File: config.mk
export PLATFORM = sky130hd
export DESIGN_NAME = multicycle_control_unit
export DESIGN_NICKNAME = d
export VERILOG_FILES = /design/src/rtl/multicycle_control_unit.sv
export SDC_FILE = /design/constraint.sdc
export NUM_CORES = 1
export LEC_CHECK = 0
export ABC_AREA = 1
export CAP_MARGIN = 15
export CORE_MARGIN = 2
export CORE_UTILIZATION = 43
export CTS_BUF_LIST = sky130_fd_sc_hd__clkbuf_8
export CTS_CLUSTER_DIAMETER = 60
export DETAILED_ROUTE_END_ITERATION = 7
export HOLD_SLACK_MARGIN = 0.03
export PLACE_DENSITY = 0.79
export SYNTH_ARGS = -nofsm -noshare
export SYNTH_HDL_FRONTEND = slang
export SYNTH_SLANG_ARGS = --single-unit
File: constraint.sdc
create_clock -name clk -period 1.65 [get_ports clk]
set_clock_uncertainty 0.1 [all_clocks]
set_input_delay 0.495 -clock clk [delete_from_list [all_inputs] [get_ports clk]]
set_output_delay 0.495 -clock clk [all_outputs]
set_load 0.02 [all_outputs]
File: src/rtl/multicycle_control_unit.sv
// Multi-cycle FETCH/DECODE/EXEC/MEM/WB sequencer with MFA/MFC RAM handshake, bus timeout and interrupts.
// Interrupts are taken only on the first FETCH cycle of an instruction; ERROR is sticky until reset.
module multicycle_control_unit #(
  parameter int              ADDR_W      = 9,
  parameter int              REG_W       = 5,
  parameter logic [ADDR_W-1:0] RESET_PC  = '0,
  parameter logic [ADDR_W-1:0] NMI_VECTOR = 9'h100,
  parameter logic [ADDR_W-1:0] IRQ_VECTOR = 9'h180,
  parameter int              MFC_TIMEOUT = 16
) (
  input  logic              clk,
  input  logic              reset,
  input  logic [31:0]       instruction,
  input  logic [ADDR_W-1:0] aluResult,
  input  logic              ramMFC,
  input  logic              hardwareInterrupt,
  input  logic              maskableInterrupt,
  input  logic              intEnable,
  output logic              regFileRW,
  output logic [REG_W-1:0]  regFileRD,
  output logic [REG_W-1:0]  regFileRS,
  output logic [REG_W-1:0]  regFileRT,
  output logic [1:0]        aluSign,
  output logic [3:0]        aluOperation,
  output logic [1:0]        ramDataSize,
  output logic              ramMFA,
  output logic              ramRW,
  output logic [ADDR_W-1:0] ramAddress,
  output logic [ADDR_W-1:0] pc,
  output logic [ADDR_W-1:0] epc,
  output logic              irqAck,
  output logic              busError
);

  typedef enum logic [2:0] {FETCH, DECODE, EXEC, MEM, WB, INT, ERROR} state_t;

  localparam int CNT_W = $clog2(MFC_TIMEOUT + 1);

  state_t            state, nxt;
  logic [31:0]       instr_q;
  logic [ADDR_W-1:0] pc_q, epc_q, addr_q;
  logic              chk_q, chk_nxt;
  logic [CNT_W-1:0]  cnt_q, cnt_nxt;
  logic              int_req, mfa;

  // Decoded view of the latched instruction, stable from DECODE through WB.
  logic [5:0]       opcode, funct;
  logic [REG_W-1:0] f_rs, f_rt, f_rd;
  logic             dec_wb, dec_load, dec_store;
  logic [3:0]       dec_op;
  logic [1:0]       dec_sign, dec_size;
  logic [REG_W-1:0] dec_dest;
  logic             unused_shamt;

  assign opcode       = instr_q[31:26];
  assign funct        = instr_q[5:0];
  assign f_rs         = REG_W'(instr_q[25:21]);
  assign f_rt         = REG_W'(instr_q[20:16]);
  assign f_rd         = REG_W'(instr_q[15:11]);
  assign unused_shamt = ^instr_q[10:6];

  always_comb begin
    dec_wb    = 1'b0;
    dec_load  = 1'b0;
    dec_store = 1'b0;
    dec_op    = 4'd0;
    dec_sign  = 2'b00;
    dec_size  = 2'b00;
    dec_dest  = '0;
    case (opcode)
      6'h00: begin
        dec_dest = f_rd;
        case (funct)
          6'h20: begin dec_wb = 1'b1; dec_op = 4'd0; dec_sign = 2'b01; end
          6'h22: begin dec_wb = 1'b1; dec_op = 4'd1; dec_sign = 2'b01; end
          6'h24: begin dec_wb = 1'b1; dec_op = 4'd2; dec_sign = 2'b00; end
          6'h25: begin dec_wb = 1'b1; dec_op = 4'd3; dec_sign = 2'b00; end
          6'h2A: begin dec_wb = 1'b1; dec_op = 4'd4; dec_sign = 2'b01; end
          default: ;
        endcase
      end
      6'h08: begin dec_wb = 1'b1; dec_sign = 2'b01; dec_dest = f_rt; end
      6'h20: begin dec_load = 1'b1; dec_sign = 2'b01; dec_size = 2'b00; dec_dest = f_rt; end
      6'h21: begin dec_load = 1'b1; dec_sign = 2'b01; dec_size = 2'b01; dec_dest = f_rt; end
      6'h23: begin dec_load = 1'b1; dec_sign = 2'b01; dec_size = 2'b10; dec_dest = f_rt; end
      6'h28: begin dec_store = 1'b1; dec_sign = 2'b01; dec_size = 2'b00; end
      6'h29: begin dec_store = 1'b1; dec_sign = 2'b01; dec_size = 2'b01; end
      6'h2B: begin dec_store = 1'b1; dec_sign = 2'b01; dec_size = 2'b10; end
      default: ;
    endcase
  end

  assign int_req = hardwareInterrupt | (maskableInterrupt & intEnable);

  always_comb begin
    nxt          = state;
    mfa          = 1'b0;
    cnt_nxt      = '0;
    regFileRW    = 1'b0;
    regFileRD    = '0;
    regFileRS    = '0;
    regFileRT    = '0;
    aluSign      = 2'b00;
    aluOperation = 4'd0;
    ramDataSize  = 2'b00;
    ramMFA       = 1'b0;
    ramRW        = 1'b0;
    ramAddress   = '0;
    irqAck       = 1'b0;
    busError     = 1'b0;
    case (state)
      FETCH: begin
        if (chk_q && int_req) begin
          nxt = INT;
        end else begin
          mfa         = 1'b1;
          ramMFA      = 1'b1;
          ramDataSize = 2'b10;
          ramAddress  = pc_q;
          // MFC on the final allowed wait cycle still wins over the timeout.
          if (ramMFC)                                    nxt = DECODE;
          else if (cnt_q == CNT_W'(MFC_TIMEOUT - 1))     nxt = ERROR;
          else                                           cnt_nxt = cnt_q + 1'b1;
        end
      end
      DECODE: begin
        regFileRS = f_rs;
        regFileRT = f_rt;
        nxt       = EXEC;
      end
      EXEC: begin
        regFileRS    = f_rs;
        regFileRT    = f_rt;
        aluOperation = dec_op;
        aluSign      = dec_sign;
        if (dec_load || dec_store) nxt = MEM;
        else if (dec_wb)           nxt = WB;
        else                       nxt = FETCH;
      end
      MEM: begin
        mfa         = 1'b1;
        regFileRS   = f_rs;
        regFileRT   = f_rt;
        ramMFA      = 1'b1;
        ramRW       = dec_store;
        ramDataSize = dec_size;
        ramAddress  = addr_q;
        if (ramMFC)                                    nxt = dec_load ? WB : FETCH;
        else if (cnt_q == CNT_W'(MFC_TIMEOUT - 1))     nxt = ERROR;
        else                                           cnt_nxt = cnt_q + 1'b1;
      end
      WB: begin
        regFileRD = dec_dest;
        regFileRW = (dec_dest != '0);
        nxt       = FETCH;
      end
      INT: begin
        irqAck = 1'b1;
        nxt    = FETCH;
      end
      ERROR: busError = 1'b1;
      default: nxt = ERROR;
    endcase
    // Returning from INT skips the interrupt check so the handler's first instruction is fetched.
    chk_nxt = (nxt == FETCH) && (state != FETCH) && (state != INT);
    if (!reset) begin
      regFileRW    = 1'b0;
      regFileRD    = '0;
      regFileRS    = '0;
      regFileRT    = '0;
      aluSign      = 2'b00;
      aluOperation = 4'd0;
      ramDataSize  = 2'b00;
      ramMFA       = 1'b0;
      ramRW        = 1'b0;
      ramAddress   = '0;
      irqAck       = 1'b0;
      busError     = 1'b0;
    end
  end

  always_ff @(posedge clk or negedge reset) begin
    if (!reset) begin
      state   <= FETCH;
      chk_q   <= 1'b1;
      cnt_q   <= '0;
      pc_q    <= RESET_PC;
      epc_q   <= '0;
      instr_q <= '0;
      addr_q  <= '0;
    end else begin
      state <= nxt;
      chk_q <= chk_nxt;
      cnt_q <= cnt_nxt;
      if (state == FETCH && mfa && ramMFC) instr_q <= instruction;
      if (state == EXEC)                   addr_q  <= aluResult;
      if (state == DECODE)                 pc_q    <= pc_q + ADDR_W'(4);
      if (nxt == INT) begin
        epc_q <= pc_q;
        pc_q  <= hardwareInterrupt ? NMI_VECTOR : IRQ_VECTOR;
      end
    end
  end

  assign pc  = pc_q;
  assign epc = epc_q;

endmodule

==> results of run 1 <==
## timing repair
item	CTS
pin swaps	30
gates resized for setup	354
buffers inserted	42
hold buffers	0
cloned	3
setup endpoints to repair	78
## cell usage after synthesis (3+ instances only)
library cell,number,area share [%]
xor2_1,3,0.85
dfrtp_1,58,47
nand3_1,24,3.9
mux2_4,4,1.9
a21oi_2,20,5.7
inv_1,44,5.4
nand2_1,91,11
buf_6,3,1.1
o21ai_0,8,1.3
buf_2,3,0.49
nand4_1,4,0.81
nor2_1,74,9.0
nor3_1,6,0.97
buf_4,6,1.5
a21oi_1,17,2.8
## kinds of logic after synthesis
logic type	Yosys count	share of synthesized area [%]
flip-flops	59	48.0
multiplexers	5	2.32
buffers and inverters	61	9.10
XOR/XNOR	3	0.853
AND/OR/NAND/NOR	208	28.4
AO/OA/AOI/OAI	48	10.4
other	1	0.122
adder cells (fa/ha/maj)	2	0.812
## per-stage QoR
stage                     setup TNS, ns  worst slack [ns]
after floorplan                   -2.35            -0.202
after global placement           -45.90             -1.01
after detailed placement         -49.08             -1.08
after CTS                        -20.18            -0.653
==> summary.md, run 1 <==
| Metric | Value |
|---|---|
| Initial antenna violation count | 1 |
| Die Y | around 89 um |
| Async SR Flop Fraction | 100% |
| Avg Cell Area, Syn | 7.96 sq um |
| Number of distinct library cells after synthesis | 31 |
| Status | aborted with a tool error |
| Placement Rows | 30 |
| Log Error | [ERROR DPL-0033] detailed placement checks failed during check placement. |
| Most used flip-flop cell after synthesis | dfrtp_1 |
| Mapped Area | just over 3000 sq um |
| Die width | roughly 90 um |
| Synthesized flop and latch total | 59 |
| Register area share after synthesis | approximately 48% |
| H-tree depth | 3 |
| EDFF count, synth | 0 |
| DP Area | between 4000 and 5000 sq um |
| Top-Level Pins | ~100 |
| Final HPWL DP | 6590 um |
| Initial core utilization | 44.8% |
| Clock Sinks | 59 |
| Mapped Cells | between 300 and 400 |
| CTS max path bufs | 2 |
| Largest net degree at the start of global routing | 29 |
| Worst setup endpoint GRT | regFileRD[3] |
| TritonCTS Buffers | 9 |
| Cells after DPL | ~650 |
| Root buf cell | clkbuf_8 |
| Port bufs | 90 |
| Final Wtd Congestion | ~0.84 |
| Failed at | global routing |
| YS warnings | 0 |
| WEP type | top-level output |
==> run 2, diff against run 1 <==
Settings changed: CORE_UTILIZATION 43 to 35, CTS_BUF_LIST sky130_fd_sc_hd__clkbuf_8 to unset, CTS_CLUSTER_DIAMETER 60 to unset, HOLD_SLACK_MARGIN 0.03 to unset, PLACE_DENSITY 0.79 to unset, PLACE_DENSITY_LB_ADDON set to 0.15.
Clock period 1.65 ns to 2.15 ns, I/O delays scaled along.
==> run 2 against run 1 <==
Effect of this change:
- the flow now finishes, with violations (negative setup slack)
- synthesized area did not move
- synthesized cell count stayed put
==> summary.md, run 2 <==
| Metric | Value |
|---|---|
| Status | finished with violations |
| Violated checks | negative setup slack |
| Post-layout nets | around 620 |
| Slowest stage delay, CP | about 0.43 ns |
| Clk Latency, worst-skew pair | 0.34 ns |
| Cell Chain, Critical Path | nor2_2, nand2_1, nor2_2, buf_6, buf_4, nand2_2, nand4_1, nand2_1, inv_2, buf_6 |
| CP Depth | 10 |
| FF-to-FF path depth | 12 |
| DR DRC count | 0 |
| Min Hold Slack | slightly above 0.2 ns |
| Largest net degree at the start of global routing | 27 |
| Synth area leaders | dfrtp_1, nand2_1, nor2_1, a21oi_2, inv_1 |
| Mapped Cells | a little under 400 |
| Largest delay contributor family on the critical path | simple AND/OR/NAND/NOR gates |
| Setup tns final | -6.44 ns |
| Root buf cell | clkbuf_8 |
| Buffers & Inverters on Critical Path | 4 |
| Final HPWL DP | 6290 um |
| Gr ovfl total | 0 |
| Setup slack after layout | -0.353 ns |
| Avg Cell Area, Syn | 7.96 sq um |
| Largest Register | instr_q |
| YS warnings | 0 |
| Cells after DPL | ~640 |
| Final std cells w/o fill | just under 700 |
| Share of cells above drive strength 1 | between 40% and 50% |
| Top Registers | instr_q (27), addr_q (9) |
| Slowest CP cell | dfrtp_1 |
| Final WL | around 8900 um |
| Die width | a little under 100 um |
| Top-Level Pins | roughly 100 |
| Vias in the first global route | approximately 3100 |
| Post-synth top area share | a little under half |
| Initial antenna violation count | 0 |
| Pre-CTS setup slack | -0.861 ns |
| Hold Fails Final Rpt | 0 |
| Area Growth Syn to Fin | 71.5% |
| Hold WC Path Type | in2async |
| Critical Path Start Type | flop |
| Synthesized flop and latch total | around 60 |
| Initial core utilization | approximately 36% |
| FMAX | about 400 MHz |
| Number of distinct library cells after synthesis | 31 |
| Max-cap viol count | 0 |
| Vias/cell | about 4.6 |
| Worst vdd ir | 0.301 mV |
| CTS tree | yes |
| Die Y | 97.8 um |
| Core Box Area | approximately 8600 sq um |
| CTS max path bufs | 2 |
| Crit path required time | 1.40 ns |
| Leak | about 2.7 nW |
| Power Dens Cells | 422 nW/um^2 |
| Port bufs | 90 |
| Most frequent cell after synthesis | nand2_1 |
| Clock transition at the registers of the reported paths | about 0.070 ns |
| First-pass GRT wire length | between 10000 and 15000 um |
| Critical path type | reg2out |
| Placement Rows | 34 |
| Period utilization | 116% |
| Commonest non-fill, non-tap cells in the layout | buf_4, nand2_1, dfrtp_1 |
| Initial DRC Count | a little over 90 |
| ANT cells | 0 |
| Final Wtd Congestion | about 0.88 |
| H-tree depth | 3 |
| Clock Sinks | roughly 60 |
| TritonCTS Buffers | 9 |
| Synth top cells by count | nand2_1, nor2_1, dfrtp_1, inv_1, nand3_1 |
| Synth area leader | dfrtp_1 |
| DRT Pass-1 Iters | 4 |
| Max FFs per register | 27 |
| Routed wire per std cell | ~13 um |
| Critical path arrival | about 1.8 ns |
| EDFF count, synth | 0 |
| Register area share after synthesis | 48.0% |
| Most used flip-flop cell after synthesis | dfrtp_1 |
| Async SR Flop Fraction | 100% |
| Total track usage | between 10% and 20% |
| Final setup viols | 31 |
| Final Power | 0.00223 W |
| Final ANT Viol Nets | 0 |
| Mapped Area | 3080 sq um |
| Post-layout min period | ~2.5 ns |
| Die ar. | 9570 sq um |
| DR vias | about 3100 |
| RSZ-0062 raised after global routing | yes |
| Critical Path End Type | output pin |
| Max Slew Vio Count | 0 |
| CP Max Fanout | 4 |
| Commonest non-fill, non-tap cell in the layout | buf_4 |
## run 2: metal layers
metal	vias to the layer above	track usage [%]	part of all wire (%)
met5	-	0	0
li1	1572	-	-
met1	1458	23.8	44
met4	0	5.45	1.0
met2	73	30.9	50
met3	10	5.08	5.1
## run 2: worst paths after layout
kind	start	slack, ns	endpoint
min in group clk	addr_q[2]	0.37	addr_q[2]
max	instr_q[30]	-0.35	aluSign[0]
max in group asynchronous	reset	1.14	state[1]
min reg2reg	addr_q[2]	0.37	addr_q[2]
max reg2reg	state[0]	0.15	instr_q[11]
min	reset	0.20	instr_q[12]
## run 2: stage by stage
step                      cell area, sq um  utilization (%)
after floorplan                       3130                -
after global placement                4550             52.7
after detailed placement              4550             52.7
after CTS                             4930             57.1
after global routing                  5280             61.2
final                                 5280             61.2
## run 2: where the power goes
part	internal [W]	total, W	switching, W
registers	0.00111	0.00111	0
logic	0.0000835	0.000145	0.0000620
clock network	0.000527	0.000976	0.000449
## run 2: kinds of logic (layout without fill, tap and decap cells)
family | after synthesis | in the layout | share of synthesized area, %
other | 1 | 6 | 0.122
XOR/XNOR | 3 | 3 | 0.853
adder cells (fa/ha/maj) | 2 | 2 | 0.812
AND/OR/NAND/NOR | 208 | 208 | 28.4
flip-flops | 59 | 59 | 48.0
AO/OA/AOI/OAI | 48 | 48 | 10.4
multiplexers | 5 | 5 | 2.32
buffers and inverters | 61 | 240 | 9.10
## run 2: worst register-to-register path: stages (launching register included)
cell and delay [ns]:
dfrtp_2 0.45, nor2_4 0.15, buf_6 0.12, nand2_4 0.05
inv_4 0.08, nand2_8 0.07, clkinv_8 0.10, buf_4 0.12
buf_4 0.10, nand2_4 0.11, buf_4 0.25, nor2_1 0.17
a21oi_2 0.04
## run 2: cell type report
class                      instances  area [sq um]
fill                             791          3350
multi-input combinational        272          1700
timing repair buffer             178          1580
sequential                        59          1480
inverter                          47           200
tap                              108           135
clock buffer                      10           128
clock inverter                     5          53.8
## run 2: what timing repair did
| item | CTS | global route |
|---|---|---|
| pin swaps | 15 | 29 |
| resized for setup | 231 | 85 |
| hold endpoints to repair | 0 | 2 |
| endpoints found under the setup margin | 40 | 39 |
| buffers inserted | 15 | 13 |
| hold buffers | 0 | 1 |
No activity file was read; power rests on OpenSTA's default activity.
